### src/rtl/el2_exu_mul_receiver.sv
// NoC endpoint that reassembles multi-flit multiply packets {rs1, rs2, mul_p}
// and holds each complete packet until the multiplier consumes it.
module el2_exu_mul_receiver #(
   parameter int FLIT_BITS = 32,
   parameter int MULP_BITS = 24
) (
   input  logic                 clk_noc,
   input  logic                 rst_l,
   input  logic                 flit_valid,
   input  logic                 flit_head,
   input  logic                 flit_tail,
   input  logic [FLIT_BITS-1:0] flit_data,
   output logic                 flit_ready,
   input  logic                 noc_sr_flush,
   input  logic                 out_ready,
   output logic                 out_valid,
   output logic [MULP_BITS-1:0] mul_p,
   output logic [31:0]          rs1_out,
   output logic [31:0]          rs2_out,
   output logic [7:0]           err_cnt
);

   localparam int PACKET_BITS = 64 + MULP_BITS;
   localparam int NFLITS      = (PACKET_BITS + FLIT_BITS - 1) / FLIT_BITS;
   localparam int BUF_BITS    = NFLITS * FLIT_BITS;
   localparam int IDXW        = (NFLITS > 1) ? $clog2(NFLITS + 1) : 1;
   localparam logic [IDXW-1:0] LAST_IDX = IDXW'(NFLITS - 1);

   typedef enum logic [1:0] {S_IDLE, S_COLLECT, S_FULL} state_t;

   state_t                state_q, state_d;
   logic [IDXW-1:0]       idx_q, idx_d;
   logic [BUF_BITS-1:0]   buf_q, buf_d;
   logic [31:0]           rs1_q, rs2_q;
   logic [MULP_BITS-1:0]  mulp_q;
   logic [7:0]            err_q;
   logic                  accept, wr_en, load, err_inc;
   logic [IDXW-1:0]       wr_idx;

   assign accept = flit_valid && (state_q != S_FULL);

   always_comb begin
      state_d = state_q;
      idx_d   = idx_q;
      wr_en   = 1'b0;
      wr_idx  = '0;
      load    = 1'b0;
      err_inc = 1'b0;
      case (state_q)
         S_IDLE, S_COLLECT: begin
            if (noc_sr_flush) begin
               state_d = S_IDLE;
               idx_d   = '0;
            end else if (accept) begin
               if (flit_head) begin
                  // A head in COLLECT abandons the partial packet and restarts from it
                  err_inc = (state_q == S_COLLECT);
                  wr_en   = 1'b1;
                  if (NFLITS == 1 && flit_tail) begin
                     state_d = S_FULL;
                     load    = 1'b1;
                     idx_d   = '0;
                  end else begin
                     state_d = S_COLLECT;
                     idx_d   = IDXW'(1);
                  end
               end else if (state_q == S_IDLE) begin
                  err_inc = 1'b1;
               end else if ((idx_q == LAST_IDX) == flit_tail) begin
                  wr_en  = 1'b1;
                  wr_idx = idx_q;
                  if (flit_tail) begin
                     state_d = S_FULL;
                     load    = 1'b1;
                     idx_d   = '0;
                  end else begin
                     idx_d = idx_q + IDXW'(1);
                  end
               end else begin
                  err_inc = 1'b1;
                  state_d = S_IDLE;
                  idx_d   = '0;
               end
            end
         end
         S_FULL: if (out_ready) state_d = S_IDLE;
         default: begin
            state_d = S_IDLE;
            idx_d   = '0;
         end
      endcase
   end

   always_comb begin
      buf_d = buf_q;
      if (wr_en) buf_d[(NFLITS - 1 - int'(wr_idx)) * FLIT_BITS +: FLIT_BITS] = flit_data;
   end

   always_ff @(posedge clk_noc or negedge rst_l) begin
      if (!rst_l) begin
         state_q <= S_IDLE;
         idx_q   <= '0;
         buf_q   <= '0;
         rs1_q   <= '0;
         rs2_q   <= '0;
         mulp_q  <= '0;
         err_q   <= '0;
      end else begin
         state_q <= state_d;
         idx_q   <= idx_d;
         buf_q   <= buf_d;
         if (load) begin
            rs1_q  <= buf_d[PACKET_BITS-1 -: 32];
            rs2_q  <= buf_d[PACKET_BITS-33 -: 32];
            mulp_q <= buf_d[MULP_BITS-1:0];
         end
         if (err_inc && err_q != 8'hFF) err_q <= err_q + 8'd1;
      end
   end

   // The valid field is the MSB of the packed mul packet and is gated by delivery
   assign flit_ready = (state_q != S_FULL);
   assign out_valid  = (state_q == S_FULL);
   assign mul_p      = {mulp_q[MULP_BITS-1] & out_valid, mulp_q[MULP_BITS-2:0]};
   assign rs1_out    = rs1_q;
   assign rs2_out    = rs2_q;
   assign err_cnt    = err_q;

endmodule

### config.mk
export PLATFORM = sky130hd
export DESIGN_NAME = el2_exu_mul_receiver
export DESIGN_NICKNAME = d
export VERILOG_FILES = /design/src/rtl/el2_exu_mul_receiver.sv
export SDC_FILE = /design/constraint.sdc
export NUM_CORES = 1
export LEC_CHECK = 0
export CAP_MARGIN = 20
export CELL_PAD_IN_SITES_DETAIL_PLACEMENT = 1
export CELL_PAD_IN_SITES_GLOBAL_PLACEMENT = 1
export CORE_AREA = 2 2 193 100
export CTS_CLUSTER_DIAMETER = 200
export DETAILED_ROUTE_END_ITERATION = 8
export DIE_AREA = 0 0 195 102
export GPL_TIMING_DRIVEN = 0
export PLACE_DENSITY = 0.86
export SLEW_MARGIN = 20
export SYNTH_ARGS = -nofsm -noshare
export SYNTH_HDL_FRONTEND = slang
export SYNTH_SLANG_ARGS = --single-unit
### constraint.sdc
create_clock -name clk_noc -period 3.15 [get_ports clk_noc]
set_clock_uncertainty 0.05 [all_clocks]
set_input_delay 0.4725 -clock clk_noc [delete_from_list [all_inputs] [get_ports clk_noc]]
set_output_delay 0.4725 -clock clk_noc [all_outputs]
set_load 0.01 [all_outputs]
==> metrics <==
Final Cycle Share a little under nine tenths; First-pass DRT Iterations 4; Cell variety after synth between 40 and 50; largest net degree at the start of global routing around 100; Tightest Pin Transition 692 ps; total of hold buffers inserted after clock tree synthesis 0; total DRC errors in the routed layout 0; area enclosed by the die boundary 19900 µm²; clk root buf sky130_fd_sc_hd__clkbuf_16; number of sinks handled by clock tree synthesis 188; # placed instances 899; f_max 0.373 GHz; Worst Path Buf+Inv 2; final-report hold violation count 0; TritonCTS Buffers 17; die outline width between 150 and 200 µm; leading cell type in the layout, fill and taps excluded sky130_fd_sc_hd__dfrtp_1; count of final max-slew check failures 0; run status completed; Vias/cell a little over 5; leakage power summed over all cells 5.09 nW; post-CTS setup buffer count 0; Util after Layout approximately 56%; clock latency at the later pin of the worst-skew pair 420 ps; # resized after CTS 0; timing startpoint of the critical path idx_q[0]$_DFFE_PN0P_; Crit-path slowest cell sky130_fd_sc_hd__dfrtp_1; proportion of synthesized chip area in sequential cells 59.4%; overall global routing resource usage 19.5%; Net count, final 720; most frequent cells in the layout sky130_fd_sc_hd__dfrtp_1 (188), sky130_fd_sc_hd__clkdlybuf4s50_1 (135), sky130_fd_sc_hd__mux2_2 (94); initial antenna violation count 0; remaining antenna violation count 0; relative slew slack 53.9%; per-cell routed wire length 19.6 µm; combined area of the multi-input logic cells 2840 µm²; worst endpoint required time between 3000 and 4000 ps; TNS Setup 0 ps; mapped cell area 7910 µm²; synthesized area divided by synthesized cell count between 15 and 20 µm²; synth warn 0; Crit path top cell by count sky130_fd_sc_hd__ha_1; leading area contributor after synthesis sky130_fd_sc_hd__dfrtp_1; worst stage delay on the critical path 460 ps; power per unit of standard cell area 549 nW/µm²; Min Clock Period, post-route 2680 ps; total number of vias 4693; setup violators final 0; number of placement rows 35; list of cells traversed by the critical path inv_1, ha_1, ha_1, nor2_2, nand4b_4, buf_6, mux2_4, mux2_2; final RePlAce weighted congestion 0.814; RSZ-0062 raised after global routing no; worst path setup slack after routing 468 ps; CTS tree built; final antenna diode count 0; post-detailed-placement half-perimeter wirelength 12.5 mm; filler instances 1754; class of the most critical setup path reg2reg; drt first-iter violations 168; filler-free cell count of the finished design just over 900; Buffers on Ports roughly 140; main area contributors after synthesis sky130_fd_sc_hd__dfrtp_1 (59%), sky130_fd_sc_hd__mux2_2 (13%), sky130_fd_sc_hd__mux2_4 (11%); worst min path class in2async; kind of end point of the critical path flip-flop; top fanout value on the critical path 10; starting utilization of the core area 43.7%; FF/Latch Area 4700 µm²; maxcap violations 0; critical path's top delay family multiplexers; number of I/O pins between 100 and 150; wire length of the first global-routing pass 29.7 mm; setup slack after placement 236 ps; gr ovfl total 0; critical path arrival 2930 ps; number of H-tree levels 4; cells after synthesis 522; fraction of final layout cells sized beyond drive strength 1 34.5%; Worst Setup Start Kind flip-flop; Max VDD drop 0.389 mV; nets in the synthesized netlist 564; Clock Tree Buf Depth 2; vias in the first global route 5314; Floorplan Core Area 18100 µm²; total of flip-flops plus latches after synthesis between 150 and 200; CTS clock-pin slew for the worst setup and hold paths 70 ps; fraction of post-synthesis cell area in the top cell type by area approximately three fifths; routed wire length 18.3 mm; area added between synthesis and finish 28.3%; Reg2Reg Launch Point idx_q[0]$_DFFE_PN0P_; Die H ~100 µm
==> area by class of cell <==
cell class              count  area share, %
flip-flops and latches    188           46.3
plain buffers              47           3.47
well taps                 240           2.96
repair buffers            137           13.7
clock inverters            11           1.10
inverters                   5          0.185
clock buffers              20           4.30
multi-input cells         282           27.9
==> synth_stat cells <==
| master | number |
|---|---|
| sky130_fd_sc_hd__o21ai_0 | 6 |
| sky130_fd_sc_hd__a211oi_1 | 1 |
| sky130_fd_sc_hd__clkbuf_1 | 2 |
| sky130_fd_sc_hd__nor4_1 | 2 |
| sky130_fd_sc_hd__nand4b_4 | 1 |
| sky130_fd_sc_hd__nor2_2 | 1 |
| sky130_fd_sc_hd__a2bb2oi_1 | 1 |
| sky130_fd_sc_hd__a2111oi_2 | 1 |
| sky130_fd_sc_hd__and4bb_4 | 1 |
| sky130_fd_sc_hd__buf_4 | 28 |
| sky130_fd_sc_hd__o21ai_4 | 1 |
| sky130_fd_sc_hd__buf_6 | 8 |
| sky130_fd_sc_hd__nand4bb_1 | 1 |
| sky130_fd_sc_hd__mux2_2 | 94 |
| sky130_fd_sc_hd__ha_1 | 3 |
| sky130_fd_sc_hd__nand4_4 | 1 |
| sky130_fd_sc_hd__nor3_1 | 2 |
| sky130_fd_sc_hd__nor2b_1 | 1 |
| sky130_fd_sc_hd__mux2i_1 | 24 |
| sky130_fd_sc_hd__xnor2_1 | 2 |
| sky130_fd_sc_hd__a21oi_1 | 26 |
| sky130_fd_sc_hd__nand3_1 | 3 |
| sky130_fd_sc_hd__and2_1 | 1 |
| sky130_fd_sc_hd__o22a_1 | 1 |
| sky130_fd_sc_hd__or3b_2 | 1 |
| sky130_fd_sc_hd__o41ai_1 | 1 |
| sky130_fd_sc_hd__dfrtp_1 | 188 |
| sky130_fd_sc_hd__nand2_1 | 8 |
| sky130_fd_sc_hd__buf_2 | 9 |
| sky130_fd_sc_hd__a32o_1 | 1 |
| sky130_fd_sc_hd__inv_2 | 1 |
| sky130_fd_sc_hd__nor2_1 | 28 |
| sky130_fd_sc_hd__and3_1 | 1 |
| sky130_fd_sc_hd__xor2_1 | 3 |
| sky130_fd_sc_hd__a21o_1 | 1 |
| sky130_fd_sc_hd__o2111ai_1 | 1 |
| sky130_fd_sc_hd__nand2b_1 | 1 |
| sky130_fd_sc_hd__inv_1 | 4 |
| sky130_fd_sc_hd__a31o_2 | 1 |
| sky130_fd_sc_hd__mux2_4 | 60 |
| sky130_fd_sc_hd__mux2_1 | 1 |
==> cells by family after synthesis <==
logic type / Yosys count / synth area share [%]
adder cells (fa/ha/maj): 3 / 0.474
flip-flops: 188 / 59.4
XOR/XNOR: 5 / 0.553
AO/OA/AOI/OAI: 42 / 3.29
AND/OR/NAND/NOR: 53 / 3.60
multiplexers: 179 / 27.9
buffers and inverters: 52 / 4.70
==> flip-flops by register name, summed over array words and instances, names as in the netlist <==
register / count
err_cnt: 8
idx_q: 2
state_q: 2
mulp_q: 24
rs2_out: 32
buf_q: 88
rs1_out: 32
==> stage by stage <==
step,hold WS (ps),instance area (µm²),total power [mW]
after floorplan,127,7910,3.26
after global placement,423,9580,3.54
after detailed placement,424,9610,3.60
after CTS,37.1,10200,5.66
after global routing,48.8,10200,5.85
final,4.85,10200,5.58
==> per-layer routing <==
layer	global-route usage [%]	wire length, µm	up-vias
met3	4.39	588	19
met1	24.8	8210	2483
met4	5.34	245	0
met5	0	0	-
met2	34.3	9210	67
li1	-	-	2124
==> worst paths after layout <==
check / endpoint / slack (ps) / cells after the start
max: rs2_out[17]$_DFFE_PN0P_ / 470 / 8
min: err_cnt[4]$_DFFE_PN0P_ / 5 / 1
max reg2reg: rs2_out[17]$_DFFE_PN0P_ / 470 / 8
min reg2reg: buf_q[59]$_DFF_PN0_ / 440 / 1
max in group asynchronous: buf_q[42]$_DFF_PN0_ / 2110 / 2
min in group clk_noc: buf_q[59]$_DFF_PN0_ / 440 / 1
==> report_power, final <==
part	switching (mW)	total, mW	internal, mW	leakage (nW)
Clock	0.932	2.03	1.10	0.262
Sequential	0.141	2.78	2.64	2.55
Combinational	0.344	0.772	0.428	2.28
Total	1.42	5.58	4.16	5.09
Note: power is estimated with default switching activity, not from simulation.
